<file path="config.mk">
export PLATFORM = sky130hd
export DESIGN_NAME = sprite_line_fetcher
export DESIGN_NICKNAME = d
export VERILOG_FILES = /design/src/rtl/sprite_line_fetcher.sv
export SDC_FILE = /design/constraint.sdc
export NUM_CORES = 1
export LEC_CHECK = 0
export CAP_MARGIN = 15
export CORE_MARGIN = 5
export CORE_UTILIZATION = 50
export CTS_CLUSTER_SIZE = 30
export DETAILED_ROUTE_END_ITERATION = 12
export GPL_TIMING_DRIVEN = 0
export PLACE_DENSITY_LB_ADDON = 0.25
export SYNTH_ARGS = -nofsm -noshare
export SYNTH_HDL_FRONTEND = slang
export SYNTH_SLANG_ARGS = --single-unit
</file>
<file path="constraint.sdc">
create_clock -name clk -period 4.7 [get_ports clk]
set_input_delay 0.47 -clock clk [delete_from_list [all_inputs] [get_ports clk]]
set_output_delay 0.47 -clock clk [all_outputs]
set_load 0.05 [all_outputs]
</file>
<file path="src/rtl/sprite_line_fetcher.sv">
// sprite_line_fetcher: fetches each covering entity's sprite row into per-slot line
// buffers during h-blank, then emits a registered pixel-on/slot lookup in active video.
module sprite_line_fetcher #(
    parameter int N_SLOTS  = 8,
    parameter int H_ACTIVE = 640,
    parameter int V_ACTIVE = 480,
    parameter int V_TOTAL  = 525
) (
    input  logic                 clk,
    input  logic                 reset,
    input  logic [9:0]           hpos,
    input  logic [9:0]           vpos,
    input  logic [17*N_SLOTS-1:0] entities,
    output logic [3:0]           rom_sprite_id,
    output logic [1:0]           rom_orientation,
    output logic [2:0]           rom_line_index,
    input  logic [7:0]           rom_data,
    output logic                 pixel_on,
    output logic [2:0]           pixel_slot,
    output logic                 busy
);
    typedef enum logic [1:0] {IDLE, ISSUE, CAPTURE} state_t;
    localparam logic [2:0] LAST = 3'(N_SLOTS - 1);
    state_t state, nxt_state;
    logic [2:0] idx, nxt_idx, win;
    logic [16:0] ent [8];
    logic [16:0] e;
    logic [10:0] nl, top, dy;
    logic hit_e, m_q;
    logic [7:0] valid, lit;
    logic [7:0] line_buf [8];
    logic [5:0] col_q [8];
    // slots beyond N_SLOTS read as permanently empty and never light
    for (genvar g = 0; g < 8; g++) begin : g_slot
        logic [10:0] base, off;
        if (g < N_SLOTS) begin : g_e
            assign ent[g] = entities[g*17 +: 17];
        end else begin : g_n
            assign ent[g] = 17'h07800;
        end
        assign base = {1'b0, col_q[g], 4'b0};
        assign off = {1'b0, hpos} - base;
        assign lit[g] = valid[g] && {1'b0, hpos} >= base && off < 11'd16 && !line_buf[g][off[3:1]];
    end
    assign busy = state != IDLE;
    assign e = ent[nxt_idx];
    assign nl = (vpos == 10'(V_TOTAL - 1)) ? 11'd0 : {1'b0, vpos} + 11'd1;
    assign top = {2'b0, e[10:6], 4'b0};
    assign dy = nl - top;
    assign hit_e = nl < 11'(V_ACTIVE) && e[14:11] != 4'hF && nl >= top && dy < 11'd16;
    always_comb begin
        nxt_state = state;
        nxt_idx = idx;
        unique case (state)
            IDLE: begin
                nxt_state = (hpos == 10'(H_ACTIVE)) ? ISSUE : IDLE;
                nxt_idx = (hpos == 10'(H_ACTIVE)) ? 3'd0 : idx;
            end
            ISSUE: nxt_state = CAPTURE;
            CAPTURE: begin
                nxt_state = (idx == LAST) ? IDLE : ISSUE;
                nxt_idx = (idx == LAST) ? idx : idx + 3'd1;
            end
            default: nxt_state = IDLE;
        endcase
    end
    always_comb begin
        win = 3'd0;
        for (int i = 7; i >= 0; i--)
            if (lit[i]) win = 3'(i);
    end
    always_ff @(posedge clk or posedge reset) begin
        if (reset) begin
            state <= IDLE;
            idx <= 3'd0;
            rom_sprite_id <= 4'hF;
            rom_orientation <= 2'd0;
            rom_line_index <= 3'd0;
            m_q <= 1'b0;
            valid <= 8'd0;
            line_buf <= '{default: 8'hFF};
            col_q <= '{default: 6'd0};
            pixel_on <= 1'b0;
            pixel_slot <= 3'd0;
        end else begin
            state <= nxt_state;
            idx <= nxt_idx;
            rom_sprite_id <= (nxt_state == ISSUE && hit_e) ? e[14:11] : 4'hF;
            rom_orientation <= (nxt_state == ISSUE && hit_e) ? e[16:15] : 2'd0;
            rom_line_index <= (nxt_state == ISSUE && hit_e) ? dy[3:1] : 3'd0;
            if (nxt_state == ISSUE) begin
                col_q[nxt_idx] <= e[5:0];
                m_q <= hit_e;
            end
            if (state == CAPTURE) begin
                line_buf[idx] <= rom_data;
                valid[idx] <= m_q;
            end
            pixel_on <= |lit && hpos < 10'(H_ACTIVE) && vpos < 10'(V_ACTIVE);
            pixel_slot <= (|lit && hpos < 10'(H_ACTIVE) && vpos < 10'(V_ACTIVE)) ? win : 3'd0;
        end
    end
endmodule
</file>
==> impl_metrics.csv, run 1 <==
group,metric,value,unit
status,outcome,"finished clean",
layout,final_core_utilization,0.664,
power_and_ir_drop,leakagePower,0.00517,µW
setup_path,crit_family,"compound AO/OA/AOI/OAI gates",
timing,max_freq,0.225,GHz
timing,skew,0.0100,ns
timing,post-route-period-util,0.946,
placement,portBuffers,177,
layout,final_cell_mix,"clkdlybuf4s50_1, mux2_2, nor2_1, nand2_1, dfrtp_1",
clock_tree,root_buffer,"clkbuf_16",
timing,worst_pin_slew,1.03,ns
drt,dr.pass1.iters,5,
die,die_width,146,µm
timing,setup_viol,0,
setup_path,path_cells,"clkdlybuf4s50_1 > nor4_4 > nand3_2 > a31oi_4 > buf_4 > buf_4 > buf_2 > nand2_1 > a32oi_1 > o211ai_1 > ha_1 > nor2b_1 > o21ai_0 > mux2_2 > a22o_1 > o2111a_2 > o41ai_4 > nor3_2",
synthesis,async_flop_share,1.00,
setup_path,slowest_stage,"clkdlybuf4s50_1",
global_routing,grt_max_degree,86,
timing,drv_slew,0,
synthesis,synth_seq_cells,139,
clock_tree,numCtsBuffers,17,
placement,dp.cells,1310,
layout,n_antenna_cell,0,
die,rows,49,
placement,dp_hpwl,19500,µm
setup_path,end_kind,"flop",
layout,finalNetCount,1333,
setup_path,crit_fanout,10,
drt,viasPerCell,5.71,
setup_path,worstPathRequired,4.99,ns
drt,vias,7662,
timing,finalHoldViolations,0,
clock_tree,cts_sinks,139,
die,design.portCount,180,
die,coreArea,0.0180,mm²
synthesis,synth_cells,902,
placement,routabilityCongestion,0.868,
flow_run,drv_cap,0,
setup_path,arrival,4.73,ns
synthesis,ys_types,62,
clock_tree,clock_path_buffers,2,
timing,rsz0062_at_grt,"no",
synthesis,seq_area_frac_synth,0.387,
global_routing,grt_pass1_vias,7950,
timing,maxSlewHeadroom,0.309,
synthesis,syn-mean-instance-area,10.2,µm²
hold_path,min_path_type,"input pin to asynchronous set/reset pin",
setup_path,setup.worst_path.class,"input pin to flop",
drt,route.detailed.drc,0,
placement,place_area,0.0113,mm²
drt,routedWlPerCell,19.4,µm
layout,post_route_cells_drive_above_1_share,0.212,
clock_tree,cts_tree,"yes",
clock_tree,clk_latency,0.44,ns
power_and_ir_drop,powerDensity,387,mW/mm²
setup_path,crit_top_cell,"buf_4",
setup_path,cpPeakStageDelay,0.50,ns
drt,drt_iter0_drc,492,
setup_path,crit_path_start_kind,"input pin",
global_routing,gr-total-overflow,0,
synthesis,synth-edff-count,0,
global_routing,antenna_found_initial,0,
timing,fin_crit,4.45,ns
layout,fill_cells,1429,
layout,postLayoutCellArea,0.0120,mm²
synthesis,yosysWarnings,0,
die,die_area,0.0212,mm²
global_routing,grt_use_total,0.245,
layout,final_common_cell,"clkdlybuf4s50_1",
clock_tree,htreeDepth,4,
synthesis,synthFlopType,"dfrtp_1",
die,die_y,146,µm
synthesis,syn-num-nets,1134,
layout,area_delta_synth_final,29.9,%
clock_tree,cts_hold_buf,0,
setup_path,cp_num_buf_inv,4,
clock_tree,clkSlewWorstSetupHoldPaths,0.07,ns
layout,final_cells,1343,
power_and_ir_drop,vdd_drop_max,0.281,mV
drt,routed_wirelength,26100,µm
global_routing,grt_pass1_wl,41600,µm
synthesis,syn_area,0.00921,mm²
drt,detail-route-antenna-nets,0,
die,initial_utilization,0.511,
Yosys cell counts (4+ instances only):
| library cell | count | area, µm² |
|---|---|---|
| dfrtp_1 | 71 | 1780 |
| nor2b_1 | 16 | 100 |
| nand3_1 | 19 | 95.1 |
| o21ai_0 | 36 | 180 |
| and3_1 | 6 | 37.5 |
| a21oi_1 | 62 | 310 |
| o21a_1 | 4 | 30.0 |
| xnor2_1 | 10 | 87.6 |
| nand2b_1 | 10 | 62.6 |
| nor4b_1 | 5 | 43.8 |
| o2111ai_1 | 4 | 35.0 |
| fa_1 | 9 | 180 |
| inv_1 | 65 | 244 |
| mux4_2 | 16 | 360 |
| clkbuf_1 | 17 | 63.8 |
| nor2_1 | 74 | 278 |
| xor2_1 | 12 | 105 |
| nor3_1 | 14 | 70.1 |
| buf_2 | 7 | 35.0 |
| o21bai_1 | 4 | 30.0 |
| o211ai_1 | 7 | 52.6 |
| nand2_1 | 74 | 278 |
| nor3b_1 | 5 | 37.5 |
| nor4_1 | 4 | 25.0 |
| o22ai_1 | 21 | 131 |
| mux2_2 | 82 | 923 |
| ha_1 | 57 | 713 |
| mux2i_1 | 56 | 561 |
| a31oi_1 | 4 | 25.0 |
| nand4_1 | 8 | 50.1 |
| a32oi_1 | 4 | 35.0 |
| a21o_1 | 6 | 45.0 |
| dfstp_2 | 68 | 1790 |
registers in the layout (all words and copies together), names as in the netlist:
register / count
valid: 8
col_q: 48
rom_sprite_id: 4
pixel_on: 1
line_buf: 64
m_q: 1
pixel_slot: 3
rom_orientation: 2
state: 2
idx: 3
rom_line_index: 3
per-stage QoR:
stage	setup TNS [ns]	total power (µW)	hold WS (ns)	worst slack, ns
floorplan	0	2660	0.449	0.608
global placement	-103.35	3180	0.463	-1.35
detailed placement	-8.54	3230	0.470	-1.22
CTS	0	4630	0.483	0.000113
global route	0	4890	0.504	0.0522
finish	0	4630	0.468	0.254
what timing repair did:
action / in CTS / in global routing
endpoints found under the setup margin: 10 / 6
endpoints found under the hold margin: 0 / 0
pin swaps: 1 / 0
gates cloned: 0 / 0
gates resized for setup: 12 / 13
setup buffers: 1 / 0
worst paths after layout:
check                      startpoint                 end  slack [ns]  depth (start not counted)
setup / recovery              hpos[3]  rom_orientation[1]        0.25                         18
hold / removal                  reset            valid[0]        0.47                          2
setup reg to reg             state[1]  rom_orientation[1]        0.30                         15
hold reg to reg             col_q[15]           col_q[15]        0.48                          2
max in group asynchronous       reset        line_buf[33]        3.39                          3
min in group clk            col_q[15]           col_q[15]        0.48                          2
layer usage:
metal	track usage	part of all wire	wire, µm	vias up
li1	-	-	-	3651
met3	0.0470	0.060	1560	35
met5	0	0	0	-
met4	0.0742	0.019	495	0
met1	0.315	0.41	10800	3723
met2	0.421	0.51	13200	253
logic make-up (layout without fill, tap and decap cells):
| family | Yosys count | in the layout | share of synthesized area |
|---|---|---|---|
| AO/OA/AOI/OAI | 175 | 175 | 0.120 |
| flip-flops | 139 | 139 | 0.387 |
| AND/OR/NAND/NOR | 249 | 249 | 0.131 |
| adder cells (fa/ha/maj) | 66 | 66 | 0.0970 |
| XOR/XNOR | 22 | 22 | 0.0209 |
| buffers and inverters | 97 | 309 | 0.0446 |
| multiplexers | 154 | 154 | 0.200 |
cell type report:
cell class	instances	area [µm²]	area share
Timing Repair Buffer	181	1810	0.151
Buffer	30	160	0.0134
Clock inverter	14	171	0.0143
Sequential cell	139	3560	0.298
Clock buffer	18	439	0.0367
Tap cell	229	287	0.0240
Multi-Input combinational cell	666	5280	0.441
Inverter	66	256	0.0214
power breakdown:
group          switching (µW)  internal (µW)  leakage [µW]
registers                63.8           1330       0.00168
clock network             572            816      0.000298
logic                    1050            799       0.00319
Note: power is estimated with default switching activity, not from simulation.
==> inputs of run 2 (changes only) <==
--- a/config.mk
+++ b/config.mk
@@ -8,7 +8,7 @@
 export CAP_MARGIN = 15
 export CORE_MARGIN = 5
 export CORE_UTILIZATION = 50
-export CTS_CLUSTER_SIZE = 30
+export CTS_CLUSTER_SIZE = 20
 export DETAILED_ROUTE_END_ITERATION = 12
 export GPL_TIMING_DRIVEN = 0
 export PLACE_DENSITY_LB_ADDON = 0.25
==> constraint.sdc (replaced) <==
create_clock -name clk -period 5.2 [get_ports clk]
set_input_delay 0.52 -clock clk [delete_from_list [all_inputs] [get_ports clk]]
set_output_delay 0.52 -clock clk [all_outputs]
set_load 0.05 [all_outputs]
==> run 2 against run 1 <==
- register-to-register slack better by 0.13 ns
- die area stayed put
- first-iteration DRC count decreased by 1.0%
- sequential share of layout area rose by 0.078 points
- clock skew barely moved
- sequential power down 10%
- combinational power down 9.7%
- largest cell class unchanged
==> impl_metrics.csv, run 2 (synthesis results as in run 1) <==
group,metric,value,unit
setup_path,cp.depth,19,
clock_tree,clock_path_buffers,2,
layout,n_antenna_cell,0,
setup_path,cpPeakStageDelay,0.45,ns
placement,routabilityCongestion,0.868,
timing,max_freq,0.203,GHz
timing,drv_slew,0,
die,die_area,0.0212,mm²
global_routing,antenna_found_initial,0,
drt,routed_wirelength,26000,µm
global_routing,gr-total-overflow,0,
layout,final_common_cell,"clkdlybuf4s50_1",
layout,post_route_cells_drive_above_1_share,0.204,
clock_tree,clkSlewWorstSetupHoldPaths,0.07,ns
layout,fill_cells,1438,
placement,portBuffers,177,
layout,finalNetCount,1334,
layout,largest_reg_flops,64,
timing,worst_pin_slew,1.07,ns
global_routing,grt_pass1_wl,41500,µm
die,die_y,146,µm
setup_path,path_cells,"dlygate4sd2_1 > nor4bb_2 > nand3_2 > a31oi_4 > buf_4 > clkinv_1 > clkbuf_1 > nand2_1 > nand3_1 > and3_1 > ha_1 > fa_1 > nor2b_1 > o21ai_0 > mux2_2 > a22o_1 > o2111a_1 > o41ai_4 > nor3_1",
drt,vias,7710,
setup_path,crit_fanout,10,
die,rows,49,
die,die_width,146,µm
drt,viasPerCell,5.74,
timing,timing.hold.ws,0.482,ns
power_and_ir_drop,vdd_drop_max,0.244,mV
clock_tree,cts_sinks,139,
layout,regMostFlops,"line_buf",
global_routing,met1_usage,0.315,
setup_path,slowest_stage,"dlygate4sd2_1",
clock_tree,numCtsBuffers,17,
timing,setup_viol,0,
setup_path,setup.worst_path.class,"input pin to flop",
timing,finalHoldViolations,0,
die,design.portCount,180,
timing,fin_crit,4.93,ns
drt,drt_iter0_drc,487,
hold_path,min_path_type,"flop to flop",
global_routing,top_usage_layer,"met2",
die,initial_utilization,0.511,
drt,routedWlPerCell,19.4,µm
layout,reg_top3,"line_buf: 64 flops, col_q: 48 flops, valid: 8 flops",
setup_path,worstPathRequired,5.49,ns
timing,post-route-period-util,0.949,
clock_tree,cts_tree,"yes",
setup_path,end_kind,"flop",
layout,area_delta_synth_final,29.5,%
status,outcome,"finished clean",
placement,dp_hpwl,19500,µm
global_routing,grt_pass1_vias,7904,
setup_path,r2r_cells,19,
timing,skew,0.00958,ns
global_routing,grt_use_met2,0.419,
timing,maxSlewHeadroom,0.286,
global_routing,grtUsageMet3,0.0473,
power_and_ir_drop,leakagePower,0.00517,µW
power_and_ir_drop,powerDensity,351,mW/mm²
global_routing,grt_max_degree,86,
hold_path,min_path_cells,2,
layout,regArea,0.00356,mm²
clock_tree,cts_hold_buf,0,
layout,final_core_utilization,0.662,
setup_path,crit_path_start_kind,"input pin",
layout,multiInputGateArea,0.00525,mm²
setup_path,cp_num_buf_inv,4,
setup_path,crit_family,"simple AND/OR/NAND/NOR gates",
global_routing,grt_use_total,0.245,
clock_tree,root_buffer,"clkbuf_16",
setup_path,arrival,5.23,ns
timing,rsz0062_at_grt,"no",
flow_run,drv_cap,0,
die,coreArea,0.0180,mm²
clock_tree,htreeDepth,4,
layout,final_cell_mix,"clkdlybuf4s50_1, mux2_2, nor2_1, nand2_1, dfrtp_1",
drt,dr.pass1.iters,6,
clock_tree,clk_latency,0.43,ns
drt,route.detailed.drc,0,
drt,detail-route-antenna-nets,0,
==> run 2: through the flow <==
step           power [µW]  TNS (ns)  cell area (µm²)  setup WS, ns  cells
3_3_place_gp         2880    -66.90            11300        -0.897   1308
5_1_grt              4410         0            11900        0.0584   1344
6_report             4180         0            11900         0.265   1344
3_5_place_dp         2920     -4.04            11300        -0.766   1310
4_1_cts              4170         0            11900       0.00298   1342
2_1_floorplan        2400         0             9210          1.06    902
==> run 2: power breakdown <==
part	switching, µW	internal [µW]	leakage, µW
combinational	948	721	0.00319
sequential	58.0	1200	0.00168
clock	516	738	0.000298
total	1520	2660	0.00517
==> run 2: path summary, 6_finish.rpt <==
path                            from                  to  slack [ns]
setup / recovery             hpos[6]  rom_orientation[1]        0.27
hold / removal             col_q[16]           col_q[16]        0.48
setup reg to reg              idx[0]  rom_orientation[1]        0.43
hold reg to reg            col_q[16]           col_q[16]        0.48
max in group asynchronous      reset        line_buf[33]        3.85
min in group asynchronous      reset            valid[0]        0.52
==> run 2: routing by layer <==
metal / share of wire / routed length (µm) / vias to the layer above
met1: 0.42 / 10900 / 3796
li1: - / - / 3649
met5: 0 / 0 / -
met3: 0.056 / 1460 / 33
met4: 0.021 / 535 / 0
met2: 0.50 / 13100 / 232
==> run 2: final cells by class <==
| cell class | instances | share of cell area |
|---|---|---|
| flip-flops and latches | 139 | 0.299 |
| repair buffers | 181 | 0.151 |
| clock inverters | 14 | 0.0144 |
| inverters | 66 | 0.0212 |
| multi-input cells | 666 | 0.440 |
| plain buffers | 31 | 0.0136 |
| clock buffers | 18 | 0.0368 |
| well taps | 229 | 0.0240 |
==> run 2: what timing repair did <==
item,4_1_cts,5_1_grt
gates resized for setup,7,4
setup endpoints to repair,5,5
gates cloned,0,0
pin swaps,0,1
setup buffers,0,1
==> run 2: worst min-delay path, cell delays in order, from the launching register on <==
cell and delay [ns]:
dfrtp_1 0.34, nand2_1 0.05, o21ai_0 0.06
==> inputs of run 3 (changes only) <==
--- a/config.mk
+++ b/config.mk
@@ -8,6 +8,7 @@
 export CAP_MARGIN = 15
 export CORE_MARGIN = 5
 export CORE_UTILIZATION = 50
+export CTS_CLUSTER_DIAMETER = 60
 export CTS_CLUSTER_SIZE = 20
 export DETAILED_ROUTE_END_ITERATION = 12
 export GPL_TIMING_DRIVEN = 0
==> results of run 3 <==
Final layout, timing and power as in run 2 (identical DEF).
==> patch 1: new RTL, flow settings as in run 1 <==
Reset style: synchronous (`reset`), changed in one clocked block.
--- a/src/rtl/sprite_line_fetcher.sv
+++ b/src/rtl/sprite_line_fetcher.sv
@@ -71,3 +71,3 @@
     end
-    always_ff @(posedge clk or posedge reset) begin
+    always_ff @(posedge clk) begin
         if (reset) begin
Formal check against the unedited RTL: differs if reset is asserted again (counterexample within 4 cycles, from zero or initial values and one cycle with reset high); with reset held inactive, the same outputs for 10 cycles.
==> patch 1 against run 1 <==
  * Critical path depth up 1
  * Cell area shrank 1.6%
  * Synthesized area is 0.64% lower
  * Worst setup slack got worse by 0.043 ns
  * Sequential cell count unchanged
  * Non-clock buffer count grew 22
  * Global-route usage is 0.95 points higher
  * Wire length is 6.5% higher
  * Register-to-register slack improved by 0.02 ns
  * Count of clock-buffer cells in the layout up 2
  * First-iteration DRC count grew 9.6%
Power is not compared: it rests on default switching activity, and its combinational part moved more than twofold at a synthesized area within 25%.
==> patch 1: results (changes against run 1) <==
stage;metric;value;unit;change
detailed_routing;routed length on met2;13.9;mm;+5.4%
global_routing;met1 layer usage reported by global route;0.302;;-0.0126
global_routing;met3 GRT Util;0.0571;;+0.0100
global_routing;vias in the first global route;8875;;+12%
worst_setup_path;Crit Path Max Fanout;19;;+9
yosys;sequential cell area fraction in the yosys report;0.304;;-0.0828
yosys;async set or reset register ratio after synthesis;0;;-1.00
yosys;most used standard cells in the synthesized netlist;154 x nand2_1, 139 x dfxtp_1, 86 x nor2_1, 58 x inv_1;;
yosys;mean cell area of the mapped netlist;8.43;um^2;-17%
placed_design;count of input and output buffers;168;;-5.1%
yosys;biggest area contributors in the synthesized netlist;dfxtp_1 30%, ha_1 7.8%, nand2_1 6.3%;;
run_status;outcome;finished, final reports clean;;
worst_setup_path;family with the most delay on the worst path;simple AND/OR/NAND/NOR gates;;
yosys;Main synth FF type;dfxtp_1;;
sta;pin slew with the least headroom to its limit;1.09;ns;+0.0576 ns
sta;worst-case clock skew;0.00881;ns;-0.00124 ns
placed_design;placer congestion estimate;0.914;;+5.2%
worst_setup_path;number of cells traversed by the worst register-to-register path;17;;+2
global_routing;wire length of the first global-routing pass;44.1;mm;+5.9%
worst_setup_path;slowest stage cell, crit path;or4b_1;;
global_routing;Global Route met2 Usage;0.452;;+0.0308
detailed_routing;sum of routed wire segments on met1;11.3;mm;+4.4%
worst_setup_path;slowest stage delay, CP;0.56;ns;+0.06 ns
detailed_routing;routed via count divided by cell count;5.80;;+1.6%
final_layout;total of fill cells in the finished design;1511;;+5.7%
final_layout;NumNets Final;1503;;+13%
placed_design;placed wire-length estimate;21.0;mm;+7.8%
yosys;total nets after synthesis;1317;;+16%
yosys;library cells used by synthesis;70;;+13%
==> patch 1: final timing paths <==
check                           startpoint          endpoint  slack (ns)
worst max register to register      idx[0]  rom_sprite_id[3]        0.32
worst min-delay path              valid[2]          valid[2]        0.46
worst max-delay path               hpos[3]  rom_sprite_id[3]        0.21
worst min register to register    valid[2]          valid[2]        0.46
==> patch 1: kinds of logic after synthesis <==
| group | Yosys count | synth area share |
|---|---|---|
| compound gates | 217 | 0.183 |
| xor+xnor | 19 | 0.0182 |
| fa+ha+maj | 66 | 0.0976 |
| buf+inv | 124 | 0.0572 |
| flops | 139 | 0.304 |
| mux | 55 | 0.0838 |
| simple gates | 465 | 0.256 |
==> patch 1: area by class of cell <==
type	instances	area share
Inverter	58	0.0185
Buffer	62	0.0263
Timing Repair Buffer	171	0.145
Sequential cell	139	0.237
Tap cell	229	0.0243
Clock inverter	11	0.0104
Clock buffer	20	0.0371
Multi-Input combinational cell	822	0.501
==> patch 1: per-stage QoR <==
step | utilization | worst slack (ns) | hold WS [ns] | power (mW) | cell area [um^2]
after floorplan | - | 0.443 | 0.435 | 1.39 | 9150
after global placement | 0.619 | -1.23 | 0.446 | 1.59 | 11100
after detailed placement | 0.620 | -1.32 | 0.450 | 1.59 | 11100
after CTS | 0.653 | 0.0345 | 0.459 | 2.86 | 11700
after global routing | 0.655 | 0.00733 | 0.486 | 2.97 | 11800
final | 0.655 | 0.211 | 0.462 | 2.87 | 11800
==> patch 1: report_power, final <==
group	switching [mW]	internal [mW]	total [mW]
logic	0.187	0.211	0.398
clock network	0.516	0.777	1.29
registers	0.0000957	1.18	1.18
total	0.703	2.17	2.87
==> patch 1: what timing repair did <==
action | in CTS | in global routing
hold buffers | 0 | 0
resized for setup | 24 | 13
setup buffers | 2 | 0
setup endpoints to repair | 10 | 10
pin swaps | 2 | 1
==> patch 2: new RTL, settings of run 1 <==
Without the edit above. Change the parameter `N_SLOTS` from 8 to 4.
--- a/src/rtl/sprite_line_fetcher.sv
+++ b/src/rtl/sprite_line_fetcher.sv
@@ -3,3 +3,3 @@
 module sprite_line_fetcher #(
-    parameter int N_SLOTS  = 8,
+    parameter int N_SLOTS  = 4,
     parameter int H_ACTIVE = 640,
Interface: changed (resized entities); port bits go from 180 to 112. No check against the original RTL was run, so the function may have changed too.
==> patch 2 against run 1 <==
  * Worst setup slack got worse by 0.11 ns
  * First-iteration DRC count shrank 41%
  * Sequential share of layout area grew 2.5 points
  * Register-to-register slack got worse by 0.13 ns
  * Cell area shrank 7.7%
  * Sequential cell count stayed put
  * Wire length decreased by 14%
  * Non-clock buffer count decreased by 65
  * Synthesized area fell by 4.0%
  * Critical endpoint is now rom_line_index[1]
Power is not compared: it rests on default switching activity, and its combinational part moved more than twofold at a synthesized area within 25%.
==> patch 2: results (changes against run 1) <==
stage;metric;value;unit;change
yosys;number of synthesis warnings;0;;unchanged
yosys;sequential cell area fraction in the yosys report;0.403;;+0.0163
clock_network;number of CTS-inserted buffers;17;;unchanged
final_layout;top flop regs;line_buf: 64 flops, col_q: 48 flops, valid: 8 flops;;
placed_design;count of input and output buffers;107;;-40%
global_routing;vias in the first global route;6575;;-17%
clock_network;clock root buffer;clkbuf_16;;
clock_network;Longest Clk Path Bufs;2;;unchanged
clock_network;insertion delay to the later sink of the worst-skew pair;0.42;ns;-0.02 ns
yosys;total nets after synthesis;943;;-17%
worst_setup_path;endpoint of the worst register-to-register path;rom_line_index[1];;
sta;worst rel slew slack;0.401;;+0.0920
worst_setup_path;number of cells traversed by the worst register-to-register path;17;;+2
detailed_routing;detailed router's first-iteration violation count;292;;-41%
clock_network;clock transition at the register clock pins on the worst setup and hold paths after CTS;0.07;ns;about the same
placed_design;setup slack at placement;-1.42;ns;-0.200 ns
yosys;Main synth FF type;dfrtp_1;;
placed_design;instance area at placement;0.0102;mm^2;-9.5%
sta;worst-case clock skew;0.0115;ns;+0.00146 ns
yosys;number of cells produced by synthesis;780;;-14%
placed_design;placer congestion estimate;0.880;;+1.4%
final_layout;Ant. Diodes;0;;unchanged
global_routing;initial antenna violation count;1;;+1
worst_setup_path;flop-to-flop setup slack;0.17;ns;-0.13 ns
yosys;biggest area contributors in the synthesized netlist;dfstp_2 20%, dfrtp_1 20%, mux2_2 11%;;
worst_setup_path;origin of the worst setup path;hpos[9];;
detailed_routing;average routed wire per standard cell;19.4;um;about the same
final_layout;layout cell share with drive strength beyond 1;0.288;;+0.0759
final_layout;Non-Filler Instances;1160;;-14%
yosys;library cells used by synthesis;67;;+8.1%
worst_setup_path;family with the most delay on the worst path;simple AND/OR/NAND/NOR gates;;
yosys;async set or reset register ratio after synthesis;1.00;;unchanged
final_layout;total of fill cells in the finished design;1398;;-2.2%
worst_setup_path;worst reg2reg path startpoint;idx[0];;
global_routing;global router's overall resource usage;0.225;;-0.0206
power_and_ir_drop;reported leakage power;4.82;nW;
worst_setup_path;slowest stage delay, CP;0.53;ns;+0.03 ns
min_path;path category of the worst min-delay check;in -> async;;
clock_network;H-Tree Depth;4;;unchanged
detailed_routing;number of detailed-routing iterations run before antenna repair;5;;unchanged
global_routing;wire length of the first global-routing pass;35.5;mm;-15%
sta;Min Hold Slack;0.454;ns;-0.0138 ns
worst_setup_path;slowest stage cell, crit path;or4b_4;;
worst_setup_path;arrival time at the worst endpoint;4.89;ns;+0.16 ns
sta;count of final max-slew check failures;0;;unchanged
placed_design;Cells after DPL;1115;;-15%
run_status;outcome;finished, final reports clean;;
detailed_routing;routed via count divided by cell count;5.69;;-0.26%
yosys;most used standard cells in the synthesized netlist;87 x mux2_2, 71 x dfrtp_1, 68 x dfstp_2, 60 x inv_1, 56 x ha_1;;
placed_design;placed wire-length estimate;16.3;mm;-16%
==> patch 2: cell types whose count changed after synthesis, moves of 13 or more <==
cell,delta
nor2_1,-35
o21ai_0,-18
a21oi_1,-40
and2_1,+15
o22ai_1,-19
mux2i_1,-44
o21ai_1,+13
mux4_2,+13
nand2_1,-44
==> patch 2: logic make-up after synthesis <==
group / share of synthesized area
compound gates: 0.0922
xor+xnor: 0.0208
fa+ha+maj: 0.0997
buf+inv: 0.0388
flops: 0.403
mux: 0.210
simple gates: 0.135
==> patch 2: repair_timing <==
item	CTS	global route
gates cloned	0	1
pin swaps	6	7
setup buffers	6	8
resized for setup	23	27
endpoints found under the setup margin	10	10
==> patch 2: power breakdown <==
| group | switching, mW | internal (mW) | total [mW] |
|---|---|---|---|
| registers | 0.0160 | 1.24 | 1.26 |
| clock network | 0.578 | 0.765 | 1.34 |
| logic | 0.231 | 0.236 | 0.467 |
==> patch 2: how the worst max path moves through the flow <==
stage / endpoint / slack [ns]
detailed placement: rom_line_index[1] / -1.42
global placement: rom_orientation[1] / -1.45
finish: rom_line_index[1] / 0.15
global route: rom_line_index[1] / -0.03
floorplan: rom_line_index[0] / 0.14
CTS: rom_line_index[0] / 0.02
==> patch 2: area by class of cell <==
type	instances	area, um^2	area share
clock buffers	18	439	0.0398
multi-input cells	556	5010	0.454
repair buffers	125	1210	0.110
well taps	225	282	0.0255
plain buffers	21	134	0.0121
flip-flops and latches	139	3560	0.323
clock inverters	14	151	0.0137
inverters	62	250	0.0227
==> patch 2: metal layers <==
metal | wire length (um) | track usage | part of all wire | vias up
met5 | 0 | 0 | 0 | -
met3 | 1230 | 0.0502 | 0.055 | 24
met2 | 10800 | 0.356 | 0.48 | 142
met4 | 299 | 0.0505 | 0.013 | 0
met1 | 10200 | 0.319 | 0.45 | 3292
li1 | - | - | - | 3143
